<file path="config.mk">
export PLATFORM = sky130hd
export DESIGN_NAME = uart_msg_arbiter_flat
export DESIGN_NICKNAME = d
export VERILOG_FILES = /design/src/rtl/uart_msg_arbiter_if.sv /design/src/rtl/uart_msg_arbiter.sv /design/src/flat_wrapper.sv
export SDC_FILE = /design/constraint.sdc
export NUM_CORES = 1
export LEC_CHECK = 0
export ABC_AREA = 0
export CORE_UTILIZATION = 50
export DETAILED_ROUTE_END_ITERATION = 8
export GPL_TIMING_DRIVEN = 0
export PLACE_DENSITY_LB_ADDON = 0.2
export SLEW_MARGIN = 40
export SYNTH_ARGS = -nofsm -noshare
export SYNTH_HDL_FRONTEND = slang
export SYNTH_SLANG_ARGS = --single-unit
</file>
<file path="constraint.sdc">
create_clock -name clk -period 6 [get_ports clk]
set_input_delay 1.8 -clock clk [delete_from_list [all_inputs] [get_ports clk]]
set_output_delay 1.8 -clock clk [all_outputs]
set_load 0.02 [all_outputs]
</file>
<file path="src/rtl/uart_msg_arbiter_if.sv">
// uart_msg_arbiter_if: byte streams from the message sources and the byte-accept link to the UART transmitter
interface uart_msg_arbiter_if #(
    parameter int NUM_SRC = 3
);
    logic [NUM_SRC-1:0]   s_valid;
    logic [8*NUM_SRC-1:0] s_data;
    logic [NUM_SRC-1:0]   s_last;
    logic [NUM_SRC-1:0]   s_ready;
    logic                 m_valid;
    logic [7:0]           m_data;
    logic                 m_ready;

    modport master (output s_valid, s_data, s_last, m_ready, input s_ready, m_valid, m_data);
    modport slave  (input s_valid, s_data, s_last, m_ready, output s_ready, m_valid, m_data);
endinterface

</file>
<file path="src/rtl/uart_msg_arbiter.sv">
// uart_msg_arbiter: message-locked round-robin arbiter sharing one UART byte sink among NUM_SRC sources
module uart_msg_arbiter #(
    parameter int NUM_SRC     = 3,
    parameter int GAP_CYCLES  = 16,
    parameter int MAX_PKT_LEN = 64
) (
    input  logic               clk,
    input  logic               reset,
    uart_msg_arbiter_if.slave  bus,
    output logic [NUM_SRC-1:0] grant_o,
    output logic               busy_o,
    output logic               len_err_o
);
    localparam int IW = $clog2(NUM_SRC);
    localparam int GW = (GAP_CYCLES > 1) ? $clog2(GAP_CYCLES) : 1;
    localparam logic [1:0] IDLE = 2'd0;
    localparam logic [1:0] XFER = 2'd1;
    localparam logic [1:0] GAP  = 2'd2;

    logic [1:0]         state_q, state_d;
    logic [NUM_SRC-1:0] grant_q, grant_d;
    logic [IW-1:0]      ptr_q, ptr_d, win, idx;
    logic [7:0]         cnt_q, cnt_d;
    logic [GW-1:0]      gap_q, gap_d;
    logic               len_err_q, len_err_d;
    logic               xfer, hs, at_max, done;

    // the pointer doubles as the index of the current owner while in XFER
    assign xfer        = state_q == XFER;
    assign bus.m_valid = xfer & bus.s_valid[ptr_q];
    assign bus.m_data  = xfer ? bus.s_data[{ptr_q, 3'b000} +: 8] : 8'h00;
    assign bus.s_ready = xfer ? (NUM_SRC'(bus.m_ready) << ptr_q) : '0;
    assign hs          = bus.m_valid & bus.m_ready;
    assign at_max      = cnt_q + 8'd1 == 8'(MAX_PKT_LEN);
    assign done        = hs & (bus.s_last[ptr_q] | at_max);
    assign grant_o     = grant_q;
    assign busy_o      = state_q != IDLE;
    assign len_err_o   = len_err_q;

    // round-robin search: scanning offsets downward leaves the nearest requester after the pointer as winner
    always_comb begin
        win = ptr_q;
        idx = ptr_q;
        for (int k = NUM_SRC; k >= 1; k--) begin
            idx = IW'((int'(ptr_q) + k) % NUM_SRC);
            if (bus.s_valid[idx]) win = idx;
        end
    end

    // message sequencing: grant once per message, count bytes, cut runaways, then hold the idle gap
    always_comb begin
        state_d   = state_q;
        grant_d   = grant_q;
        ptr_d     = ptr_q;
        cnt_d     = cnt_q;
        gap_d     = gap_q;
        len_err_d = len_err_q | (hs & ~bus.s_last[ptr_q] & at_max);
        if (state_q == IDLE && |bus.s_valid) begin
            state_d = XFER;
            grant_d = NUM_SRC'(1) << win;
            ptr_d   = win;
            cnt_d   = '0;
        end else if (xfer && hs) begin
            cnt_d = cnt_q + 8'd1;
            if (done) begin
                grant_d = '0;
                state_d = (GAP_CYCLES > 0) ? GAP : IDLE;
                gap_d   = GW'((GAP_CYCLES > 0) ? GAP_CYCLES - 1 : 0);
            end
        end else if (state_q == GAP) begin
            gap_d   = gap_q - 1'b1;
            state_d = (gap_q == '0) ? IDLE : GAP;
        end
    end

    // state registers; reset abandons any message in flight
    always_ff @(posedge clk) begin
        if (reset) begin
            state_q   <= IDLE;
            grant_q   <= '0;
            ptr_q     <= IW'(NUM_SRC - 1);
            cnt_q     <= '0;
            gap_q     <= '0;
            len_err_q <= 1'b0;
        end else begin
            state_q   <= state_d;
            grant_q   <= grant_d;
            ptr_q     <= ptr_d;
            cnt_q     <= cnt_d;
            gap_q     <= gap_d;
            len_err_q <= len_err_d;
        end
    end
endmodule

</file>
<file path="src/flat_wrapper.sv">
// flat-port wrapper written by rule: the top's interface ports become plain ports
module uart_msg_arbiter_flat 
#(
    parameter int NUM_SRC     = 3,
    parameter int GAP_CYCLES  = 16,
    parameter int MAX_PKT_LEN = 64
)
  (clk, reset, grant_o, busy_o, len_err_o, bus_s_valid, bus_s_data, bus_s_last, bus_m_ready, bus_s_ready, bus_m_valid, bus_m_data);
  uart_msg_arbiter_if #(.NUM_SRC(NUM_SRC)) bus_i ();
  input  logic clk;
  input  logic reset;
  output logic [NUM_SRC-1:0] grant_o;
  output logic busy_o;
  output logic len_err_o;
  input wire logic [$bits(bus_i.s_valid)-1:0] bus_s_valid;
  input wire logic [$bits(bus_i.s_data)-1:0] bus_s_data;
  input wire logic [$bits(bus_i.s_last)-1:0] bus_s_last;
  input wire logic [$bits(bus_i.m_ready)-1:0] bus_m_ready;
  output wire logic [$bits(bus_i.s_ready)-1:0] bus_s_ready;
  output wire logic [$bits(bus_i.m_valid)-1:0] bus_m_valid;
  output wire logic [$bits(bus_i.m_data)-1:0] bus_m_data;
  assign bus_i.s_valid = bus_s_valid;
  assign bus_i.s_data = bus_s_data;
  assign bus_i.s_last = bus_s_last;
  assign bus_i.m_ready = bus_m_ready;
  assign bus_s_ready = bus_i.s_ready;
  assign bus_m_valid = bus_i.m_valid;
  assign bus_m_data = bus_i.m_data;
  uart_msg_arbiter #(.NUM_SRC(NUM_SRC), .GAP_CYCLES(GAP_CYCLES), .MAX_PKT_LEN(MAX_PKT_LEN)) u_core (.clk(clk), .reset(reset), .bus(bus_i), .grant_o(grant_o), .busy_o(busy_o), .len_err_o(len_err_o));
endmodule
</file>
==> results of run 1 <==
## metrics by stage
stage | worst slack [ns] | instances | cell area, um^2 | hold slack (ns)
after CTS | 0.8365 | 268 | 2072 | 0.5024
after global placement | 0.8559 | 264 | 2036 | 0.4632
after floorplan | 1.854 | 186 | 1526 | 0.4789
after global routing | 0.7446 | 268 | 2072 | 0.5261
final | 0.8326 | 268 | 2072 | 0.4991
after detailed placement | 0.8353 | 264 | 2036 | 0.4740
## critical path: stages
cell	delay, ns
clkdlybuf4s50_1	0.60
mux2i_1	0.17
o2bb2ai_4	0.16
clkdlybuf4s50_1	0.63
## flip-flops by register name, summed over array words and instances, names as in the netlist
| name | cells |
|---|---|
| u_core.state_q | 2 |
| u_core.grant_o | 3 |
| u_core.len_err_o | 1 |
| u_core.cnt_q | 8 |
| u_core.gap_q | 4 |
| u_core.ptr_q | 2 |
## final cells by class
type                    instances  area [um^2]  area share [%]
inverters                      10        37.54           1.812
clock buffers                   4        36.28           1.751
well taps                      31        38.79           1.872
plain buffers                  14        115.1           5.556
multi-input cells             142        973.4           46.98
flip-flops and latches         20        400.4           19.32
repair buffers                 47        470.5           22.71
## placed cells by master (no fill, tap or decap), types with 4 or more instances in the layout
| cell type | synthesis | routed |
|---|---|---|
| a21oi_1 | 5 | 5 |
| nand2_1 | 16 | 16 |
| o21a_1 | 5 | 5 |
| o21ai_0 | 17 | 17 |
| inv_1 | 10 | 10 |
| xor2_1 | 5 | 5 |
| clkdlybuf4s50_1 | 0 | 47 |
| clkbuf_8 | 3 | 4 |
| ha_1 | 6 | 6 |
| xnor2_1 | 4 | 4 |
| dfxtp_1 | 20 | 20 |
| a31oi_1 | 4 | 4 |
| nor2_1 | 18 | 18 |
| mux2i_1 | 14 | 14 |
| clkbuf_1 | 4 | 4 |
## how the worst min path moves through the flow
stage	from	to	slack, ns	cells after the start
final	u_core.len_err_o$_SDFF_PP0_	u_core.len_err_o$_SDFF_PP0_	0.50	2
after global routing	u_core.grant_o[1]$_SDFFE_PP0P_	u_core.grant_o[1]$_SDFFE_PP0P_	0.53	2
after CTS	u_core.len_err_o$_SDFF_PP0_	u_core.len_err_o$_SDFF_PP0_	0.50	2
after detailed placement	u_core.len_err_o$_SDFF_PP0_	u_core.len_err_o$_SDFF_PP0_	0.47	2
after global placement	u_core.len_err_o$_SDFF_PP0_	u_core.len_err_o$_SDFF_PP0_	0.46	2
after floorplan	u_core.state_q[1]$_SDFFE_PP0P_	u_core.state_q[1]$_SDFFE_PP0P_	0.48	1
## cell families (layout without fill, tap and decap cells)
kind of cell	after synthesis	in the layout
buffers and inverters	24	75
xor gates and xnor gates	9	9
DFF	20	20
muxes	15	15
AOI/OAI and AO/OA	49	49
and+or+nand+nor	63	63
adders and majority gates	6	6
## power by group through the flow
stage / clock [mW] / combinational [mW] / sequential, mW
2_1_floorplan: 0 / 0.265 / 0.175
3_3_place_gp: 0 / 0.385 / 0.168
3_5_place_dp: 0 / 0.400 / 0.168
4_1_cts: 0.0808 / 0.402 / 0.165
5_1_grt: 0.0861 / 0.439 / 0.168
6_report: 0.0805 / 0.401 / 0.166
## metal layers
| layer | part of all wire [%] | track usage, % |
|---|---|---|
| met5 | 0 | 0 |
| met2 | 51 | 46.05 |
| met3 | 6.3 | 5.669 |
| met4 | 0.84 | 4.530 |
| met1 | 41 | 29.20 |
==> results summary, run 1 <==
The flow ran to the end, but the final reports show violations. The checks that failed: design-rule violations. The HPWL reported at the end of detailed placement is roughly 2900 um.

Once layout is complete, the utilization of the core stands at around three quarters. The number of instances in the synthesized netlist is 186. The DRC marker count from the first detailed-route iteration is 66.

The remaining max-slew budget at the tightest pin came out at between 50% and 60%. The post-synthesis simple-gate area fraction came out at between 20% and 30%. The worst-case IR drop observed on VDD is about 0.00024 V. The net switching power of the design is about 0.27 mW.

The cell sitting at the root of the clock tree is a clkbuf_4. The synthesized netlist devotes ~4.9% of its cell area to adder and majority cells. After synthesis, the cell types taking the most area are dfxtp_1 26%, mux2i_1 9.2%, o21ai_0 5.6%. The fraction of layout cells with a size suffix above 1 is approximately a tenth. In this run the worst path has a maximum fanout of 7. The post-cts gate resize count is 0. The count of nets left with antenna violations once routing finished came out at 0. The number of clock buffers added by TritonCTS is 3. The number of antenna violations at the first check in global routing came out at 0. The critical path start-end classification is primary input to primary output. The final net count came out at 277. The post-synthesis instance area is about 0.0015 mm^2.

The internal portion of the total power is ~0.38 mW. The clock input transition at the sequential cells of the worst setup and hold paths came out at 0.12 ns. The detailed-route via count came out at ~1500.

STA classifies the critical path endpoint as a primary output. The reg-to-reg startpoint is u_core.ptr_q[0]$_SDFFE_PP0P_. The post-synthesis mux area share came out at roughly a tenth.

The number of enable-type register cells in the synthesized netlist came out at 0. During placement, the flow inserted port buffers numbering 47. The number of hold-slack violations in the final timing report is 0.

The sequential share of power came out at between 20% and 30%. After detailed routing, the total wire length is about 3800 um. The insertion delay to the later sink of the worst-skew pair came out at between 0.3 and 0.4 ns. The final weighted congestion in routability-driven placement came out at roughly 0.81.

Static timing analysis puts the maximum clock frequency at a little under 200 MHz. The number of maximum-capacitance constraint violations is 0. The number of warning messages in the yosys log came out at 0. The maximum clock insertion buffer count is 2. The final worst-path cycle share is approximately 86%.

The kind of start point of the critical path is a primary input. Data on the critical path is required at its endpoint by roughly 4.2 ns. The dominant combinational cell family by area after synthesis is compound AO/OA/AOI/OAI gates. The total iterations of the first detailed-routing run is 6.

Power spread over the standard cell area amounts to roughly 310 mW/mm^2. The post-CTS setup-driven buffer insertion count came out at 0. The level count of the clock H-tree came out at 1.

Setup total negative slack on the finished layout was measured at 0 ns. The post-detailed-route via-to-cell ratio came out at roughly 5.6. Summing the areas of all xor and xnor instances in the mapped netlist gives 5.164% of the synthesized area.

The predominant post-synthesis flop cell is dfxtp_1. The share of total power consumed by net switching came out at between 40 and 50%. The top-area cell type share of the netlist area came out at a little over a quarter. The power share of the combinational group came out at between 60% and 70%. The final-report setup violation count came out at 0. The path class of the tightest hold or removal check is register to register. The async set-or-reset flop fraction in the synthesized netlist came out at 0%. The initial standard-cell utilization of the core is a little over half.

The via count of the first global-routing pass came out at about 1500. The clock share of power is roughly 12%. The destination of the worst register-to-register timing path is u_core.grant_o[2]$_SDFFE_PP0P_. The number of clock sinks is 20. The number of fillers in the final layout is roughly 230. The antenna diode instance count is 0.

The depth of the worst register-to-register path came out at 10. The measured slew at the worst slew-check pin is between 0.6 and 0.7 ns. The average routed wire per standard cell is between 10 and 15 um.

The total track usage is approximately a quarter. The register-to-register setup slack is ~3.6 ns. The overflow left after global routing came out at 0. The mean instance size in the synthesized netlist is ~8 um^2.

The largest net degree at the start of global routing is 12. The worst setup path endpoint is bus_m_valid. The minimum clock period after layout came out at around 5.2 ns. The height of the die is 57.26 um. The part of the Yosys area used for sequential elements is 26.23%.

The netlist uses 51 different library cells. Summing the areas of all compound-gate instances in the mapped netlist gives about 23% of the synthesized area. The number of placed I/O pins came out at 50. The clock tree skew after final layout is approximately 0.0047 ns. The global-route wire length before repair came out at about 6400 um. TritonCTS built the clock tree. The detailed-route DRC error count came out at 6.

The die covers ~0.0033 mm^2. Setup repair after global routing left no endpoint under its margin. In this run the core area contains 19 standard-cell rows.

The final max-slew violation count is 0. The signal arrival time at the worst endpoint is roughly 3.4 ns. The static leakage came out at ~0.77 nW. The horizontal extent of the die came out at between 50 and 60 um.

The design draws around 0.65 mW. After synthesis the netlist holds a flip-flop and latch count of 20. Tracing the worst setup path back leads to its startpoint at bus_s_valid[1]. The top cell type by total area after synthesis is dfxtp_1.

In the synthesized netlist, the cells that appear most often are 20 x dfxtp_1, 18 x nor2_1, 17 x o21ai_0, 16 x nand2_1, 14 x mux2i_1. Among all cell types in the netlist, the one instantiated most often is dfxtp_1. Relative to the synthesized area, the layout overhead comes to 35.74%.

The core area came out at between 0.002 and 0.003 mm^2. The number of hold buffers added after CTS came out at 0. When the netlist entered floorplanning its net count stood at roughly 230.
(Power assumes the default switching activity.)
==> run 2, diff against run 1 <==
--- a/config.mk
+++ b/config.mk
@@ -6,7 +6,10 @@
 export NUM_CORES = 1
 export LEC_CHECK = 0
 export ABC_AREA = 0
-export CORE_UTILIZATION = 50
+export CELL_PAD_IN_SITES_DETAIL_PLACEMENT = 1
+export CELL_PAD_IN_SITES_GLOBAL_PLACEMENT = 1
+export CORE_ASPECT_RATIO = 0.75
+export CORE_UTILIZATION = 36
 export DETAILED_ROUTE_END_ITERATION = 8
 export GPL_TIMING_DRIVEN = 0
 export PLACE_DENSITY_LB_ADDON = 0.2
==> results summary, run 2 (same netlist as run 1, synthesis figures left out) <==
Outcome: finished clean (was complete, but fails checks). The post-detailed-route via-to-cell ratio is 5.120 (was 5.638). The most common library cell in the layout ignoring fill and taps is clkdlybuf4s50_1 (unchanged). The total track usage is 20.09% (was 24.77%).

The routed wire length came out at 4292 um (was 3806 um). The clock tree skew after final layout came out at 0.004497 ns (was 0.004655 ns). The number of placed I/O pins came out at 50 (unchanged). The source of the critical timing path is bus_s_valid[1] (unchanged). The via count of the first global-routing pass is 1452 (was 1512). The horizontal extent of the die came out at 77.19 um (was 57.26 um). The capture endpoint of the worst hold path is u_core.len_err_o$_SDFF_PP0_ (unchanged).

The sequential share of power is 25.3% (was 25.6%). The final-report setup violation count came out at 0 (unchanged). The static leakage is 0.7680 nW (was 0.7674 nW). The antenna diode instance count was 0 (unchanged). The kind of start point of the critical path was a primary input (unchanged).

The power share of the combinational group is 61.5% (was 62.0%). The required time of the worst setup path was 4.20 ns (about the same). The critical path start-end classification is primary input to primary output (unchanged). The area of placed instances is 0.002066 mm^2 (was 0.002036 mm^2). The level count of the clock H-tree is 1 (unchanged). The number of flip-flops in the largest register was 8 (unchanged). The number of buffers added by the clock tree synthesis step is 3 (unchanged). The detailed-route via count is 1490 (was 1511). The number of hold-slack violations in the final timing report came to 0 (unchanged). The number of cells traversed by the worst hold path came out at 2 (unchanged). The number of fillers in the final layout came out at 513 (was 225).

The area added between synthesis and finish came out at 38.03% (was 35.74%). The worst setup margin came to 0.8160 ns (was 0.8326 ns). The number of nets with antenna violations after routing came to 0 (unchanged). The number of I/O port buffers is 47 (unchanged). The category of the worst setup path capture point is a primary output (unchanged). The minimum clock period after layout came out at 5.184 ns (was 5.167 ns). The setup slack after placement was 0.8041 ns (was 0.8353 ns). The number of clock sinks came to 20 (unchanged). The final standard cell utilization of the core came out at 51.98% (was 73.24%). The clock tree root driver cell is clkbuf_8 (was clkbuf_4). The final net count came to 277 (unchanged). The post-CTS setup-driven buffer insertion count came to 0 (unchanged). The number of standard-cell rows in the floorplan came out at 20 (was 19). The final non-filler cell area is 0.002107 mm^2 (was 0.002072 mm^2). The share of total power consumed by net switching was 41.28% (was 41.36%). The insertion delay to the later sink of the worst-skew pair was 0.26 ns (was 0.31 ns).

The highest net fanout along the worst path came out at 7 (unchanged). The total iterations of the first detailed-routing run is 4 (was 6). The clock input transition at the sequential cells of the worst setup and hold paths is 0.07 ns (was 0.12 ns).

The highest ir drop seen on vdd is 0.0001589 V (was 0.0002410 V). RSZ-0062 raised after global routing: false (unchanged). The final setup TNS is 0 ns (unchanged). The measured slew at the worst slew-check pin came out at 0.6561 ns (was 0.6745 ns). The average routed wire per standard cell came to 14.75 um (was 14.20 um). The maximum clock insertion buffer count is 2 (unchanged).

The final max-slew violation count is 0 (unchanged). The overflow left after global routing is 0 (unchanged). The ratio of total power to cell area is 313.6 mW/mm^2 (was 312.6 mW/mm^2). The net switching power of the design came out at 0.2727 mW (was 0.2678 mW). The startpoint of the lowest-slack hold path is u_core.len_err_o$_SDFF_PP0_ (unchanged). The HPWL reported at the end of detailed placement came to 3442 um (was 2936 um). The largest net degree at the start of global routing came out at 11 (was 12).

The height of the die came to 58.40 um (was 57.26 um). The final weighted congestion in routability-driven placement came to 0.7489 (was 0.8104). The internal power consumption is 0.3880 mW (was 0.3798 mW). The post-cts gate resize count came out at 0 (unchanged). The destination of the worst register-to-register timing path is u_core.grant_o[2]$_SDFFE_PP0P_ (unchanged).

The core area is 0.004054 mm^2 (was 0.002829 mm^2). The number of maximum-capacitance constraint violations came to 0 (unchanged). The number of hold buffers added after CTS is 0 (unchanged).

The global-route wire length before repair came out at 7113 um (was 6403 um). Top library cells by usage in the layout, fill and taps aside: 47 x clkdlybuf4s50_1, 20 x dfxtp_1, 18 x nor2_1 (unchanged). The signal arrival time at the worst endpoint is 3.38 ns (was 3.37 ns). The die area came out at 0.004508 mm^2 (was 0.003278 mm^2). The number of antenna violations at the first check in global routing came out at 0 (unchanged). The register bank with the most flops was u_core.cnt_q (unchanged).

The class of the tightest hold or removal check is register to register (unchanged). The DRC marker count from the first detailed-route iteration came out at 51 (was 66). The maximum operating frequency is 192.9 MHz (was 193.5 MHz). The reg-to-reg startpoint is u_core.ptr_q[0]$_SDFFE_PP0P_ (unchanged).

The depth of the worst register-to-register path was 10 (unchanged). The fraction of layout cells with a size suffix above 1 came out at 9.322% (was 9.705%). The register-to-register setup slack is 3.60 ns (about the same). The overall power after layout came to 0.6608 mW (was 0.6476 mW).

The final worst-path cycle share came out at 86.40% (was 86.12%). The initial standard-cell utilization of the core came out at 37.65% (was 53.96%). The clock tree from TritonCTS is done (unchanged).

The remaining max-slew budget at the tightest pin is 56.26% (was 55.04%). The clock share of power came to 13.2% (was 12.4%). The detailed-route DRC error count is 0 (was 6).
## run 2: per-layer routing
metal | share of wire, % | global-route usage, % | vias up
met5 | 0 | 0 | -
met4 | 0.72 | 4.852 | 0
met3 | 2.7 | 3.721 | 5
met2 | 48 | 34.51 | 14
met1 | 49 | 26.32 | 714
li1 | - | - | 757
## run 2: worst max-delay path, stage by stage
cell and delay, ns:
clkdlybuf4s50_1 0.61, mux2i_1 0.17, o2bb2ai_4 0.16, clkdlybuf4s50_1 0.63
## run 2: power by group through the flow
stage | Clock, mW | Combinational, mW | Sequential [mW]
after floorplan | 0 | 0.265 | 0.175
after global placement | 0 | 0.400 | 0.170
after detailed placement | 0 | 0.409 | 0.170
after CTS | 0.0928 | 0.411 | 0.167
after global routing | 0.0959 | 0.446 | 0.170
final | 0.0875 | 0.406 | 0.167
## run 2: layout make-up
class                      instances  area (um^2)  share of cell area [%]
timing repair buffer              47        470.5                   22.33
inverter                          10        37.54                   1.781
buffer                            14        115.1                   5.463
clock buffer                       3        41.29                   1.960
sequential                        20        400.4                   19.00
multi-input combinational        142        973.4                   46.20
tap                               55        68.82                   3.266
## run 2: worst max path at each step
stage / to / slack [ns]
after detailed placement: bus_m_valid / 0.80
after global placement: bus_m_valid / 0.81
after CTS: bus_m_valid / 0.80
final: bus_m_valid / 0.82
after floorplan: bus_m_data[0] / 1.85
after global routing: bus_m_valid / 0.76
## run 2: through the flow
step / std cells / hold WS, ns
after CTS: 291 / 0.4947
after global routing: 291 / 0.5227
after floorplan: 186 / 0.4789
after detailed placement: 288 / 0.4800
after global placement: 288 / 0.4754
final: 291 / 0.4844
==> variant 1 (config.mk and constraints of run 2) <==
Make the reset (`reset`) asynchronous in one clocked block.
--- a/src/rtl/uart_msg_arbiter.sv
+++ b/src/rtl/uart_msg_arbiter.sv
@@ -75,5 +75,5 @@
 
     // state registers; reset abandons any message in flight
-    always_ff @(posedge clk) begin
+    always_ff @(posedge clk or posedge reset) begin
         if (reset) begin
             state_q   <= IDLE;
Check against the original RTL: differs if reset is asserted again (counterexample within 4 cycles, from zero or initial values and one cycle with reset high); with reset held inactive, the same outputs for 10 cycles.
==> variant 1 against run 2 <==
  * Sequential cell count unchanged
  * Area after synthesis up 1.7%
  * Routed wire length up 3.5%
  * Final area up 2.4%
  * First-iteration DRC count up 22%
  * Non-clock buffer count down 1
  * Setup slack worse by 0.36 ns
Power is not compared: it rests on default switching activity, and its combinational part moved more than twofold at a synthesized area within 25%.
==> variant 1: results (changes against run 2) <==
Max-slew headroom 0.5491 (was 0.5626); drt pass-1 iters 4 (unchanged); largest net degree at the start of global routing 21 (was 11); Post-CTS Repair Setup Buffers 0 (unchanged); # H-tree levels 1 (unchanged); TritonCTS Buffers 3 (unchanged); Net Count, Synth 230 (was 225); worst min-delay path category flop to flop (unchanged); clk root buf clkbuf_8 (unchanged); top cells by area, synth dfrtp_1 31%, mux2i_1 7.7%, nor2_1 6.3%, a21oi_1 4.5%, ha_1 4.0% (was dfxtp_1 26%, mux2i_1 9.2%, o21ai_0 5.6%, ha_1 4.9%, nor2_1 4.4%); Leak 0.8561 nW; IO Port Bufs 49 (was 47); crit-path max FO 10 (was 7); critical path's slowest cell clkdlybuf4s50_1 (unchanged); nets 284 (was 277); status completed (unchanged); CTS clk-pin slew, worst paths 0.08 ns; VDD IR-drop max around 0.00012 V; max reg flops 8 (unchanged); first-pass GRT wire length 7417 um (was 7113 um); Setup crit start bus_s_valid[1] (unchanged); Post-CTS Resized 0 (unchanged); Worst Skew 0.007746 ns (was 0.004497 ns); Yosys cell types 46 (was 51); reg2reg start u_core.ptr_q[0]$_DFFE_PP0P_ (was u_core.ptr_q[0]$_SDFFE_PP0P_); DR vias 1,561 (was 1,490); Clock Latency Late Sink 0.26 ns (about the same); Post-DP HPWL 3524 um (was 3442 um); Iter 0 DRT Violations 62 (was 51); largest reg by FF count u_core.cnt_q (unchanged); WL/cell 14.81 um (was 14.75 um); ys flop type dfrtp_1 (was dfxtp_1); share of layout cells above drive strength 1 0.04082 (was 0.09322); Cell Area, Placed 2112 um2 (was 2066 um2); CP Data Arrival Time 3.74 ns (was 3.38 ns); ys async rst share 1.000 (was 0); Warnings, synthesis 0 (unchanged); post-synthesis sequential area ratio 0.3231 (was 0.2623); global placement routability congestion 0.7476 (was 0.7489); commonest cells in the netlist 26 x nor2_1, 19 x dfrtp_1, 15 x nand2_1 (was 20 x dfxtp_1, 18 x nor2_1, 17 x o21ai_0); CP delay by family, top buffers and inverters (unchanged); GRT Total Usage 0.2066 (was 0.2009); Hold Path Origin u_core.len_err_o$_DFF_PP0_ (was u_core.len_err_o$_SDFF_PP0_); initial antenna violation count 0 (unchanged); fillers 516 (was 513)
## variant 1: changes by cell type in the layout (fill, tap and decap cells not counted), sizes merged, moves of 5 or more
cell / change
o21ai: -5
dfxtp: -20
a21oi: +9
dfrtp: +19
nor2: +9
## variant 1: final timing paths
check	slack [ns]	to	depth (start not counted)
worst max-delay path	0.46	bus_m_valid	6
worst min-delay path	0.46	u_core.len_err_o$_DFF_PP0_	1
worst max register to register	2.76	u_core.grant_o[2]$_DFFE_PP0P_	10
worst min register to register	0.46	u_core.len_err_o$_DFF_PP0_	1
max in group asynchronous	3.80	u_core.ptr_q[1]$_DFFE_PP1P_	2
min in group asynchronous	1.86	u_core.gap_q[1]$_DFFE_PP0P_	2
## variant 1: cells by family (layout without fill, tap and decap cells)
logic type | count (synthesis) | in the layout | share of synthesized area
flops | 20 | 20 | 0.3231
fa+ha+maj | 5 | 5 | 0.04029
xor+xnor | 3 | 3 | 0.01692
mux | 12 | 12 | 0.07736
simple gates | 75 | 75 | 0.2337
compound gates | 56 | 56 | 0.2530
buf+inv | 21 | 74 | 0.05560
## variant 1: per-stage QoR
step	utilization	hold WS [ns]	setup slack (ns)	instances
after floorplan	-	0.4760	1.549	192
after global placement	0.5146	0.4423	0.4736	296
after detailed placement	0.5146	0.4482	0.4533	296
after CTS	0.5256	0.4658	0.4531	300
after global routing	0.5256	0.4941	0.3410	300
final	0.5256	0.4605	0.4555	300
## variant 1: cell type report
class / instances / area (um2) / share of cell area
multi-input combinational: 151 / 964.7 / 0.4472
inverter: 10 / 37.54 / 0.01740
clock buffer: 4 / 45.04 / 0.02088
buffer: 11 / 48.80 / 0.02262
sequential: 20 / 501.7 / 0.2326
timing repair buffer: 49 / 490.5 / 0.2274
tap: 55 / 68.82 / 0.03190
## variant 1: per-layer routing
layer / up-vias / GRT usage / share of wire
met4: 0 / 0.02695 / 0.0086
met2: 35 / 0.3489 / 0.47
met3: 4 / 0.04651 / 0.038
met5: - / 0 / 0
li1: 794 / - / -
met1: 728 / 0.2799 / 0.48
## variant 1: power by group through the flow
stage	clock, W	sequential, W	combinational [W]
floorplan	0	0.000166	0.0000638
global placement	0	0.000167	0.000106
detailed placement	0	0.000169	0.000112
CTS	0.0000932	0.000165	0.000113
global route	0.0000999	0.000169	0.000124
finish	0.0000901	0.000166	0.000111
==> variant 2 (settings of run 2) <==
Without the edit above. `NUM_SRC` is set to 3 in 3 places; all go to 2.
--- a/src/rtl/uart_msg_arbiter_if.sv
+++ b/src/rtl/uart_msg_arbiter_if.sv
@@ -1,5 +1,5 @@
 // uart_msg_arbiter_if: byte streams from the message sources and the byte-accept link to the UART transmitter
 interface uart_msg_arbiter_if #(
-    parameter int NUM_SRC = 3
+    parameter int NUM_SRC = 2
 );
     logic [NUM_SRC-1:0]   s_valid;
--- a/src/rtl/uart_msg_arbiter.sv
+++ b/src/rtl/uart_msg_arbiter.sv
@@ -1,5 +1,5 @@
 // uart_msg_arbiter: message-locked round-robin arbiter sharing one UART byte sink among NUM_SRC sources
 module uart_msg_arbiter #(
-    parameter int NUM_SRC     = 3,
+    parameter int NUM_SRC     = 2,
     parameter int GAP_CYCLES  = 16,
     parameter int MAX_PKT_LEN = 64
--- a/src/flat_wrapper.sv
+++ b/src/flat_wrapper.sv
@@ -2,5 +2,5 @@
 module uart_msg_arbiter_flat 
 #(
-    parameter int NUM_SRC     = 3,
+    parameter int NUM_SRC     = 2,
     parameter int GAP_CYCLES  = 16,
     parameter int MAX_PKT_LEN = 64
Ports: changed (5 resized); port bits go from 50 to 38. No check against the original RTL was run, so the function may have changed too.
==> variant 2 against run 2 <==
  * Largest cell class unchanged
  * Utilization is 2.3 points higher
  * Area after synthesis is 26% lower
  * Power decreased by 51%
  * Clock skew about the same
  * Cell count shrank 26%
  * Non-clock buffer count is 14 lower
  * Die area decreased by 25%
  * Setup slack better by 0.17 ns
  * Routed wire length decreased by 25%
  * Largest power group is now sequential cells
  * Sequential cell count shrank 2
  * Final area fell by 24%
==> variant 2: results (changes against run 2) <==
Net Sw Power 0.00009489 W (was 0.0002727 W); via density per instance 5.144 (was 5.120); Switching Fraction 0.2907 (was 0.4128); met2 Usage GRT 0.3451 (about the same); global placement routability congestion 0.8191 (was 0.7489); WL final 3240 um (was 4292 um); first-pass GRT wire length 5299 um (was 7113 um); commonest cells in the netlist 25 x nor2_1, 18 x dfxtp_1, 10 x mux2i_1 (was 20 x dfxtp_1, 18 x nor2_1, 17 x o21ai_0); Leak 0.6306 nW (was 0.7680 nW); top cells by area, synth dfxtp_1 32%, mux2i_1 8.8%, nor2_1 8.3%, ha_1 4.4%, xnor2_1 3.9% (was dfxtp_1 26%, mux2i_1 9.2%, o21ai_0 5.6%, ha_1 4.9%, nor2_1 4.4%); Synth Area in Compound Gates 0.1560 (was 0.2262); Worst Skew 0.004854 ns (was 0.004497 ns); Finished Cell Area 1604 um2 (was 2107 um2); VDD IR-drop max 0.0001011 V (was 0.0001589 V); met1 usage 0.2899 (was 0.2632); status completed (unchanged); final std cells w/o fill 216 (was 291); WHS Path Cells 1 (was 2); number of global-route vias before repair 1,139 (was 1,452); met1 WL 1600 um (was 2107 um); xor/xnor share of the synthesized area 0.07743 (was 0.05164); post-synthesis sequential area ratio 0.3186 (was 0.2623); Avg Inst Size Synth 8.256 um2 (was 8.207 um2); combinational fraction of design power 0.306 (was 0.615); R2R depth 6 (was 10); post-synthesis mux area share 0.08850 (was 0.09918); Seq. pwr 0.000129 W (was 0.000167 W); Post-DP HPWL 2600 um (was 3442 um); CP Data Arrival Time 3.22 ns (was 3.38 ns); Place WS 0.9748 ns (was 0.8041 ns); Iter 0 DRT Violations 38 (was 51); Crit path largest cell delay 0.61 ns (was 0.63 ns)
-- variant 2: changes by cell type after synthesis, sizes merged, moves of 5 or more --
cell | run 2 | this run
nor2 | 18 | 25
clkbuf | 9 | 4
o21a | 5 | 0
nand2 | 16 | 9
o21ai | 19 | 2
inv | 10 | 5
-- variant 2: cell type report --
class | instances | area share
multi-input combinational | 104 | 0.4360
buffer | 10 | 0.03276
inverter | 5 | 0.01170
sequential | 18 | 0.2246
clock buffer | 4 | 0.03432
tap | 38 | 0.02964
timing repair buffer | 37 | 0.2309
-- variant 2: final timing paths --
check | start | endpoint | slack (ns)
worst max-delay path | bus_s_valid[0] | bus_m_valid | 0.98
worst max register to register | u_core.cnt_q[0]$_SDFFE_PP0P_ | u_core.gap_q[2]$_SDFFE_PP0P_ | 3.99
worst min register to register | u_core.len_err_o$_SDFF_PP0_ | u_core.len_err_o$_SDFF_PP0_ | 0.52
worst min-delay path | u_core.len_err_o$_SDFF_PP0_ | u_core.len_err_o$_SDFF_PP0_ | 0.52
